### src/rtl/retire_trace_fifo.sv
// Retirement trace FIFO: tags each retired instruction with a sequence number and
// buffers it for a first-word-fall-through valid/ready drain, counting drops.
module retire_trace_fifo #(
    parameter int unsigned XLEN  = 32,
    parameter int unsigned DEPTH = 8
) (
    input  logic                    clk,
    input  logic                    reset,
    input  logic                    clear,
    input  logic                    in_valid,
    input  logic [XLEN-1:0]         pc,
    input  logic [31:0]             instruction,
    input  logic [XLEN-1:0]         rd,
    input  logic                    rf_write_en,
    input  logic                    mem_write_en,
    output logic                    out_valid,
    input  logic                    out_ready,
    output logic [31:0]             out_seq,
    output logic [XLEN-1:0]         out_pc,
    output logic [31:0]             out_instruction,
    output logic [XLEN-1:0]         out_rd,
    output logic                    out_rf_write_en,
    output logic                    out_mem_write_en,
    output logic [$clog2(DEPTH):0]  count,
    output logic                    overflow,
    output logic [15:0]             dropped_count,
    output logic [31:0]             retired_count
);
    localparam int unsigned AW = $clog2(DEPTH);
    localparam logic [AW:0] PTR_ONE = {{AW{1'b0}}, 1'b1};

    typedef struct packed {
        logic [31:0]     seq;
        logic [XLEN-1:0] pc;
        logic [31:0]     instruction;
        logic [XLEN-1:0] rd;
        logic            rf_write_en;
        logic            mem_write_en;
    } rec_t;

    rec_t        mem_q [DEPTH];
    rec_t        wr_rec;
    rec_t        head;
    logic [AW:0] wptr_q, wptr_d;
    logic [AW:0] rptr_q, rptr_d;
    logic        overflow_q, overflow_d;
    logic [15:0] dropped_q, dropped_d;
    logic [31:0] seq_q, seq_d;
    logic        empty, full, push, pop, drop, wr_en;

    always_comb begin
        empty = (wptr_q == rptr_q);
        full  = (wptr_q[AW] != rptr_q[AW]) && (wptr_q[AW-1:0] == rptr_q[AW-1:0]);
        pop   = !empty && out_ready;
        // A pop in the same cycle frees the head slot, so a full FIFO still accepts.
        push  = in_valid && (!full || pop);
        drop  = in_valid && full && !pop;
        wr_en = push && !clear;

        wr_rec = '{seq: seq_q, pc: pc, instruction: instruction, rd: rd,
                   rf_write_en: rf_write_en, mem_write_en: mem_write_en};

        wptr_d     = wptr_q;
        rptr_d     = rptr_q;
        overflow_d = overflow_q;
        dropped_d  = dropped_q;
        seq_d      = in_valid ? seq_q + 32'd1 : seq_q;

        if (clear) begin
            wptr_d     = '0;
            rptr_d     = '0;
            overflow_d = 1'b0;
            dropped_d  = '0;
        end else begin
            if (push) wptr_d = wptr_q + PTR_ONE;
            if (pop)  rptr_d = rptr_q + PTR_ONE;
            if (drop) begin
                overflow_d = 1'b1;
                if (dropped_q != 16'hFFFF) dropped_d = dropped_q + 16'd1;
            end
        end
    end

    always_ff @(posedge clk or negedge reset) begin
        if (!reset) begin
            wptr_q     <= '0;
            rptr_q     <= '0;
            overflow_q <= 1'b0;
            dropped_q  <= '0;
            seq_q      <= '0;
        end else begin
            wptr_q     <= wptr_d;
            rptr_q     <= rptr_d;
            overflow_q <= overflow_d;
            dropped_q  <= dropped_d;
            seq_q      <= seq_d;
        end
    end

    // Storage is not reset; validity is tracked by the pointers alone.
    always_ff @(posedge clk) begin
        if (wr_en) mem_q[wptr_q[AW-1:0]] <= wr_rec;
    end

    always_comb begin
        head             = mem_q[rptr_q[AW-1:0]];
        out_valid        = !empty;
        out_seq          = head.seq;
        out_pc           = head.pc;
        out_instruction  = head.instruction;
        out_rd           = head.rd;
        out_rf_write_en  = head.rf_write_en;
        out_mem_write_en = head.mem_write_en;
        count            = wptr_q - rptr_q;
        overflow         = overflow_q;
        dropped_count    = dropped_q;
        retired_count    = seq_q;
    end
endmodule

### config.mk
export PLATFORM = sky130hd
export DESIGN_NAME = retire_trace_fifo
export DESIGN_NICKNAME = d
export VERILOG_FILES = /design/src/rtl/retire_trace_fifo.sv
export SDC_FILE = /design/constraint.sdc
export NUM_CORES = 1
export LEC_CHECK = 0
export ABC_CLOCK_PERIOD_IN_PS = 30400
export CORE_AREA = 4 4 287 289
export CTS_CLUSTER_DIAMETER = 80
export DETAILED_ROUTE_END_ITERATION = 7
export DIE_AREA = 0 0 291 293
export GPL_TIMING_DRIVEN = 0
export HOLD_SLACK_MARGIN = 0.03
export PLACE_DENSITY = 0.69
export SLEW_MARGIN = 5
export SYNTH_ARGS = -nofsm -noshare
export SYNTH_HDL_FRONTEND = slang
export SYNTH_SLANG_ARGS = --single-unit
### constraint.sdc
create_clock -name clk -period 30.4 [get_ports clk]
set_input_delay 6.08 -clock clk [delete_from_list [all_inputs] [get_ports clk]]
set_output_delay 6.08 -clock clk [all_outputs]
set_load 0.05 [all_outputs]
# Word-level counts from Yosys, hierarchy flattened
# Memory sizes are Yosys's and may differ from the RTL's.
# Index checks and enable logic that the tools add are counted.
[totals]
regBits = 57
ramBits = 1040
in_bits = 103
output_inout_bits = 184
elab_cells = 42
mem_count = 1
[classes]
n_addsub = 5
eq_ne = 4
muxes = 11
reduce_logical = 16
[memory_table]
columns = ["memory", "depth", "width", "rd", "rd_ports_with_merged_regs", "write_ports", "line", "text"]
rows = [
  ["mem_q", 8, 130, 1, 0, 1, "41", "rec_t mem_q [DEPTH];"],
]
[op_table]
columns = ["cell", "n"]
rows = [
  ["$mux W16", 3],
  ["$add A32 B1 Y32 const B", 1],
  ["$add A16 B1 Y16 const B", 1],
  ["$mux W4", 4],
  ["$ne A16 B16 Y1 const B", 1],
  ["$add A4 B1 Y4 const B", 2],
  ["$reduce_bool A2 Y1", 4],
  ["$logic_and A1 B1 Y1", 6],
  ["$eq A4 B4 Y1", 1],
  ["$logic_not A1 Y1", 4],
  ["$mux W1", 4],
  ["$sub A4 B4 Y4", 1],
  ["$eq A3 B3 Y1", 1],
  ["$reduce_and A2 Y1", 1],
  ["$logic_or A1 B1 Y1", 1],
  ["$ne A1 B1 Y1", 1],
]

# Depth between registers and ports, before layout
# Gate-level depths: netlist of the first run.
[depth]
ltp_word = 8
mapped_depth = 12
depth_no_buf = 6

# Worst setup path before layout of the first run
# Ideal clock, no wire load.
[synth_path]
path_kind = "input port to flip-flop"
start = "in out_ready"
end = "mem mem_q[1][0] in the netlist's numbering, enable pin"
setup_ps = 778
t_arrival_ps = 15367
t_required_ps = 29622
slack_ps = 14255
stages = 3
n_path_buf = 0
cell_sequence = "o31ai_1 or3_1 nor3_1"
[synth_via]
elab_chain_len = 6
[synth_rtl]
columns = ["item", "line", "text"]
rows = [
  ["start, declared", "17", "input logic out_ready,"],
  ["$logic_and A1 B1 Y1", "54", "pop = !empty && out_ready;"],
  ["$logic_or A1 B1 Y1", "56", "push = in_valid && (!full || pop);"],
  ["$logic_and A1 B1 Y1", "56", ""],
  ["$logic_and A1 B1 Y1", "58", "wr_en = push && !clear;"],
  ["$mux W1", "102", "if (wr_en) mem_q[wptr_q[AW-1:0]] <= wr_rec;"],
  ["$mux W1 (implied by the code)", "102", ""],
  ["end, declared", "41", ""],
]
# No other way between the ends.

# Final worst setup path of the first run
[layout_path]
start = "reg rptr_q[1]"
end = "out count[3]"
[layout_via]
elab_chain_len = 1
[layout_rtl]
columns = ["item", "line", "text"]
rows = [
  ["start, declared", "45", "logic [AW:0] rptr_q, rptr_d;"],
  ["start signal, assigned", "93", "rptr_q <= rptr_d;"],
  ["$sub A4 B4 Y4", "114", "count = wptr_q - rptr_q;"],
  ["end, declared", "24", "output logic [$clog2(DEPTH):0] count,"],
]
# No other way between the ends.

==> results of run 1 <==
## worst max-delay path: stages (launching register included)
cell             delay (ns)
dfrtp_1                0.43
clkbuf_1               0.90
buf_1                  0.91
clkbuf_1               0.66
inv_1                  0.11
ha_1                   0.32
a21o_1                 0.19
a21oi_1                0.18
xnor2_1                0.26
clkdlybuf4s50_1        0.89
## cells in the mapped netlist, types with 3 or more instances
cell type / number / area, µm²
a21oi_1: 11 / 55.05
and2_1: 4 / 25.02
and3_1: 7 / 43.79
buf_1: 22 / 82.58
buf_2: 19 / 95.09
clkbuf_1: 53 / 198.9
dfrtp_1: 57 / 1426
edfxtp_1: 1040 / 31230
ha_1: 7 / 87.58
inv_1: 11 / 41.29
mux2_1: 7 / 78.83
mux4_2: 260 / 5856
nand2_1: 407 / 1528
nand3_1: 23 / 115.1
nand4_1: 15 / 93.84
nor2_1: 27 / 101.4
nor2b_1: 7 / 43.79
nor3_1: 4 / 20.02
nor4_1: 11 / 68.82
o21ai_0: 3 / 15.01
o31ai_1: 7 / 52.55
or3_1: 3 / 18.77
or4_1: 7 / 52.55
xnor2_1: 30 / 262.8
xor2_1: 11 / 96.34
## power groups by stage
| stage | logic [mW] | registers, mW | clock network (mW) |
|---|---|---|---|
| detailed placement | 0.684 | 1.74 | 0 |
| floorplan | 0.440 | 1.75 | 0 |
| global route | 0.715 | 1.71 | 1.43 |
| finish | 0.674 | 1.71 | 1.33 |
| CTS | 0.686 | 1.71 | 1.36 |
| global placement | 0.671 | 1.75 | 0 |
## cell type report
cell class	instances	area, µm²
tap	1060	1326
clock buffer	141	2939
antenna	8	20.02
fill	5424	28970
inverter	12	45.04
clock inverter	65	679.4
multi-input combinational	871	8859
sequential	1097	32660
timing repair buffer	357	4003
buffer	96	399.1
## worst max path at each step
stage | endpoint | slack (ns) | depth (start not counted)
after floorplan | mem_q[1][0]$_DFFE_PP_ | 14.26 | 3
after global placement | mem_q[1][51]$_DFFE_PP_ | 4.38 | 4
after detailed placement | count[3] | 19.41 | 9
after CTS | count[3] | 18.67 | 9
after global routing | count[3] | 18.67 | 9
final | count[3] | 18.76 | 9
## state kept, by name, indices dropped and copies added (netlist names)
name	count
mem_q	1040
retired_count	32
dropped_count	16
rptr_q	4
wptr_q	4
overflow	1
## cell usage in the layout, fill, tap and decap left out, types with 21 or more instances in the layout
| cell type | count |
|---|---|
| clkbuf_16 | 110 |
| clkinv_2 | 23 |
| edfxtp_1 | 1040 |
| nand2_1 | 407 |
| buf_12 | 27 |
| nand3_1 | 23 |
| mux4_2 | 260 |
| nor2_1 | 21 |
| xnor2_1 | 30 |
| clkbuf_1 | 77 |
| buf_1 | 22 |
| dfrtp_1 | 57 |
| clkdlybuf4s50_1 | 285 |
## stage by stage
| step | std cells | power, mW |
|---|---|---|
| after floorplan | 2076 | 2.194 |
| after global placement | 3422 | 2.421 |
| after detailed placement | 3493 | 2.425 |
| after CTS | 3699 | 3.755 |
| after global routing | 3700 | 3.854 |
| final | 3707 | 3.718 |
## cells by family after synthesis
kind of cell / Yosys count / synth area share
muxes: 270 / 0.1424
AOI/OAI and AO/OA: 27 / 0.004091
DFF: 1097 / 0.7793
adders and majority gates: 8 / 0.002568
and+or+nand+nor: 525 / 0.05249
xor gates and xnor gates: 41 / 0.008569
buffers and inverters: 108 / 0.01060
## layer usage
metal	up-vias	part of all wire
li1	9245	-
met1	11090	0.41
met2	636	0.51
met3	113	0.065
met4	12	0.017
met5	-	0.00080
==> reports/metrics.csv, run 1 <==
stage,metric,value,unit
power,Sw Pwr,0.9852,mW
power,sequential power share,0.460,
placed_design,PortBufs,286,
finish,share of cells above drive strength 1,0.2023,
synthesis,Post-Syn Instances,2076,
power,Int Power,2.732,mW
run,Max Cap Viol,0,
finish,area delta synth->final,21.53,%
timing,Fin. Hold Viols,0,
route,drt drc,0,
min_path,startpoint of the worst hold path,overflow$_DFFE_PN0P_,
timing,"Slew Viols, Final",0,
synthesis,"EDFF count, synth",1040,
worst_setup_path,type of the worst setup path,flop to primary output,
finish,Final Util,0.6374,
clocking,clock insertion delay at the later pin of the skew report,0.67,ns
route,vias per inst,5.691,
route,DR vias,21100,
clocking,CTS Sinks,1097,
power,Gate power share,0.181,
min_path,hold path depth,2,
synthesis,"Avg Cell Area, Syn",20.18,µm²
global_routing,global-route wire length before repair,141200,µm
synthesis,area of the mapped netlist,41900,µm²
synthesis,post-synthesis sequential area ratio,0.7793,
clocking,CTS tree,built,
timing,final setup TNS,0,ns
min_path,Worst Hold Path EP,overflow$_DFFE_PN0P_,
worst_setup_path,R2R cell count,14,
clocking,CTS Buf Count,109,
timing,min Tclk post-route,11.64,ns
placed_design,HPWL Detailed,61100,µm
placed_design,pre-CTS setup slack,19.41,ns
timing,RSZ-0062 raised after global routing,false,
global_routing,met2 GRT Util,0.3727,
worst_setup_path,CP Max Fanout,10,
synthesis,Post-synth ARST share,0.05196,
floorplanning,I/O pin count,287,
route,total wire length,94300,µm
synthesis,Synth Warn #,0,
worst_setup_path,Worst Setup Start Kind,flop,
finish,NumNets Final,2655,
worst_setup_path,CP Capture Type,primary output,
clocking,Clock transition at path regs,0.07,ns
global_routing,M3 GR Usage,0.04172,
power,peak supply drop,0.04880,mV
clocking,CTS Hold Bufs,0,
worst_setup_path,"Req. time, crit path",24.32,ns
timing,worst-margin pin slew,1.303,ns
worst_setup_path,"setup slack, reg-to-reg",24.15,ns
global_routing,Top Usage Layer GRT,met2,
floorplanning,initial core utilization,0.5245,
route,post-route ant nets,0,
global_routing,initial antenna violation count,10,
timing,Setup-failing EPs final,0,
status,status,completed,
route,Avg WL per Cell,25.44,µm
route,DRT Pass-1 Iters,5,
finish,post-route cell area,50930,µm²
floorplanning,Horiz. Die Dim,291,µm
synthesis,synth unique cells,41,
global_routing,met1 global-route usage,0.3100,
worst_setup_path,crit path DAT,5.56,ns
timing,worst rel slew slack,0.1316,
floorplanning,Rows,104,
clocking,CTS-repair resized insts,0,
power,Static Leak,16.78,nW
timing,crit share post-route,0.3829,
clocking,htree depth,3,
timing,f_max,0.08592,GHz
floorplanning,area of the core,79900,µm²
synthesis,Most used DFF post-synth,edfxtp_1,
worst_setup_path,reg2reg start,rptr_q[1]$_DFFE_PN0P_,
worst_setup_path,worst reg2reg path endpoint,mem_q[1][44]$_DFFE_PP_,
timing,Worst Skew,0.01778,ns
worst_setup_path,worst setup path start,rptr_q[1]$_DFFE_PN0P_,
floorplanning,Die Height,293,µm
global_routing,pin count of the biggest net entering global routing,58,
placed_design,gpl congestion,0.7850,
synthesis,register bit total from synthesis,1097,
floorplanning,die area,85260,µm²
min_path,worst hold path type,flop to flop,
global_routing,total global routing overflow,0,
clocking,Post CTS Setup Buffer Count,0,
power,Pwr Density,73.00,nW/µm²
route,number of DRC markers in iteration 0,1836,
clocking,CTS Buffer Depth,3,
global_routing,Total GRT Usage,0.2225,
timing,final worst slack,18.76,ns
synthesis,syn nets,2187,
power,Sw Ratio,0.2650,
placed_design,placed cell area,47290,µm²
global_routing,vias in the first global route,22020,
timing,final hold slack,0.5565,ns
power,Clock power frac,0.359,
clocking,root buf cell,clkbuf_16,
No activity file was read; power rests on OpenSTA's default activity.
==> run 2, diff against run 1 <==
--- a/config.mk
+++ b/config.mk
@@ -5,7 +5,7 @@
 export SDC_FILE = /design/constraint.sdc
 export NUM_CORES = 1
 export LEC_CHECK = 0
-export ABC_CLOCK_PERIOD_IN_PS = 30400
+export ABC_CLOCK_PERIOD_IN_PS = 11300
 export CORE_AREA = 4 4 287 289
 export CTS_CLUSTER_DIAMETER = 80
 export DETAILED_ROUTE_END_ITERATION = 7
==> constraint.sdc (replaced) <==
create_clock -name clk -period 11.3 [get_ports clk]
set_input_delay 2.26 -clock clk [delete_from_list [all_inputs] [get_ports clk]]
set_output_delay 2.26 -clock clk [all_outputs]
set_load 0.05 [all_outputs]
==> run 2 against run 1 <==
  * Combinational power increased to 2.7 times the previous value
  * Global-route usage increased by 0.67 points
  * Sequential share of layout area decreased by 0.15 points
  * Critical endpoint unchanged
  * Highest routed layer unchanged
==> reports/metrics.csv, run 2 (same netlist as run 1, synthesis figures left out) <==
stage,metric,value,unit,change
worst_setup_path,CP Capture Type,primary output,,
worst_setup_path,"Req. time, crit path",9.04,ns,-15.28 ns
clocking,Clock transition at path regs,0.06,ns,about the same
timing,worst-margin pin slew,1.361,ns,+0.05826 ns
timing,crit share post-route,0.6672,,
min_path,hold path depth,2,,unchanged
placed_design,gpl congestion,0.7885,,+0.45%
placed_design,HPWL Detailed,61710,µm,+1.0%
timing,f_max,0.1326,GHz,
global_routing,total global routing overflow,0,,unchanged
finish,share of cells above drive strength 1,0.1974,,-0.004936
finish,fillers,5460,,+0.66%
floorplanning,initial core utilization,0.5245,,unchanged
clocking,CTS Buf Count,109,,unchanged
power,peak supply drop,0.1511,mV,+210%
timing,RSZ-0062 raised after global routing,false,,
floorplanning,Rows,104,,unchanged
run,Max Cap Viol,0,,unchanged
placed_design,Placed Cells,3482,,-0.31%
clocking,CTS-repair resized insts,0,,unchanged
worst_setup_path,reg2reg start,rptr_q[1]$_DFFE_PN0P_,,
timing,min Tclk post-route,7.539,ns,
worst_setup_path,"delay-heaviest family, CP",buffers and inverters,,
timing,Setup-failing EPs final,0,,unchanged
finish,NumNets Final,2644,,-0.41%
worst_setup_path,CP max stage delay,0.89,ns,-0.02 ns
route,total wire length,96480,µm,+2.3%
worst_setup_path,Worst Setup Start Kind,flop,,
finish,area delta synth->final,21.82,%,
global_routing,initial antenna violation count,16,,+6
global_routing,pin count of the biggest net entering global routing,38,,-34%
power,Pwr Density,195.4,nW/µm²,+170%
clocking,clock insertion delay at the later pin of the skew report,0.67,ns,about the same
clocking,Post CTS Setup Buffer Count,0,,unchanged
floorplanning,area of the core,79900,µm²,unchanged
power,Static Leak,16.78,nW,about the same
clocking,CTS Hold Bufs,0,,unchanged
power,Int Power,7.297,mW,+170%
power,sequential power share,0.461,,about the same
route,DRT Pass-1 Iters,6,,+1
clocking,root buf cell,clkbuf_16,,
route,DR vias,21180,,+0.37%
min_path,startpoint of the worst hold path,overflow$_DFFE_PN0P_,,
finish,"commonest cells after routing, fill and taps aside","1,040 x edfxtp_1, 407 x nand2_1, 285 x clkdlybuf4s50_1",,
finish,multi-input logic area,8871,µm²,+0.14%
finish,Post-Layout Cell Count,3701,,-0.16%
worst_setup_path,"most used cell, CP",clkbuf_1,,
power,Sw Pwr,2.679,mW,+170%
clocking,htree depth,3,,unchanged
worst_setup_path,R2R cell count,13,,-1
worst_setup_path,crit path cell chain,"clkbuf_1, buf_1, clkbuf_1, inv_1, ha_1, a21o_1, a21oi_1, xnor2_1, clkdlybuf4s50_1",,
global_routing,vias in the first global route,22480,,+2.1%
route,number of DRC markers in iteration 0,1832,,-0.22%
min_path,worst hold path type,flop to flop,,
timing,final hold slack,0.5426,ns,-0.01392 ns
worst_setup_path,Worst path slowest cell,buf_1,,
placed_design,PortBufs,286,,unchanged
route,post-route ant nets,0,,unchanged
finish,Sequential Area,32660,µm²,unchanged
worst_setup_path,"setup slack, reg-to-reg",5.11,ns,-19.04 ns
power,Clock power frac,0.356,,-0.003
finish,number of flip-flops under the largest register name,1040,,unchanged
route,drt drc,0,,unchanged
power,Sw Ratio,0.2685,,+0.003509
timing,worst rel slew slack,0.09272,,-0.03884
floorplanning,Die Height,293,µm,unchanged
min_path,Worst Hold Path EP,overflow$_DFFE_PN0P_,,
worst_setup_path,worst reg2reg path endpoint,mem_q[5][7]$_DFFE_PP_,,
clocking,CTS Buffer Depth,3,,unchanged
timing,Fin. Hold Viols,0,,unchanged
timing,Worst Skew,0.02959,ns,+0.01180 ns
route,vias per inst,5.721,,+0.53%
timing,"Slew Viols, Final",0,,unchanged
global_routing,Total GRT Usage,0.2292,,+0.006737
clocking,CTS Sinks,1097,,unchanged
global_routing,global-route wire length before repair,145600,µm,+3.1%
power,Gate power share,0.183,,+0.002
worst_setup_path,WP buf/inv,5,,unchanged
status,status,completed,,
floorplanning,die area,85260,µm²,unchanged
finish,"most common cell after layout, fill and taps aside",edfxtp_1,,
floorplanning,Horiz. Die Dim,291,µm,unchanged
worst_setup_path,CP Max Fanout,11,,+1
floorplanning,I/O pin count,287,,unchanged
clocking,CTS tree,built,,
route,Avg WL per Cell,26.07,µm,+2.5%
worst_setup_path,crit path DAT,5.28,ns,-0.28 ns
worst_setup_path,type of the worst setup path,flop to primary output,,
## run 2: cell types whose count changed in the layout (fill, tap and decap cells not counted), sizes merged
cell and change:
inv +1, clkinvlp -5, clkinv +13, clkbuf -7, diode +4, bufinv -1
buf -11
## run 2: metrics by stage
step	power, mW	setup WS [ns]	TNS (ns)	instance area (µm²)	utilization
2_1_floorplan	5.896	2.468	0	41910	-
3_3_place_gp	6.502	-4.784	-4522.65	46100	0.5770
3_5_place_dp	6.535	4.387	0	47450	0.5939
4_1_cts	10.07	3.644	0	51020	0.6385
5_1_grt	10.35	3.499	0	51030	0.6386
6_report	9.976	3.761	0	51050	0.6389
## run 2: area by class of cell
class / instances / share of cell area
Inverter: 12 / 0.0008824
Buffer: 96 / 0.007843
Timing Repair Buffer: 346 / 0.08137
Multi-Input combinational cell: 871 / 0.1738
Tap cell: 1060 / 0.02598
Clock buffer: 134 / 0.05566
Sequential cell: 1097 / 0.6397
Antenna cell: 12 / 0.0005882
Clock inverter: 73 / 0.01417
## run 2: routing by layer
layer  GRT usage  up-vias  share of wire
li1            -     9228              -
met1      0.3255    11100           0.41
met2      0.3667      680           0.49
met3     0.05155      155          0.077
met4     0.06338       12          0.024
met5           0        -        0.00093
## run 2: worst max-delay path by stage
stage	from	endpoint	slack, ns	cells past startpoint
4_1_cts	rptr_q[1]$_DFFE_PN0P_	count[3]	3.64	9
5_1_grt	rptr_q[1]$_DFFE_PN0P_	count[3]	3.50	9
2_1_floorplan	out_ready	mem_q[7][0]$_DFFE_PP_	2.47	3
3_3_place_gp	rptr_q[1]$_DFFE_PN0P_	mem_q[4][58]$_DFFE_PP_	-4.78	9
6_report	rptr_q[1]$_DFFE_PN0P_	count[3]	3.76	9
3_5_place_dp	rptr_q[1]$_DFFE_PN0P_	count[3]	4.39	9
## run 2: power groups by stage
stage / Combinational, mW / Clock (mW) / Sequential [mW]
after floorplan: 1.18 / 0 / 4.71
after global routing: 1.94 / 3.81 / 4.61
after CTS: 1.86 / 3.62 / 4.60
final: 1.82 / 3.55 / 4.60
after global placement: 1.80 / 0 / 4.70
after detailed placement: 1.85 / 0 / 4.68
## run 2: worst register-to-register path, stage by stage, from the launching register on
cell and delay [ns]:
dfrtp_1 0.48, clkbuf_1 0.83, buf_1 0.90, clkbuf_1 0.64, inv_1 0.11, ha_1 0.31, nand3_1 0.26, o31ai_1 0.19
or3_1 0.53, nor2_4 0.68, buf_12 0.29, buf_16 0.22, buf_12 0.22, buf_12 0.22
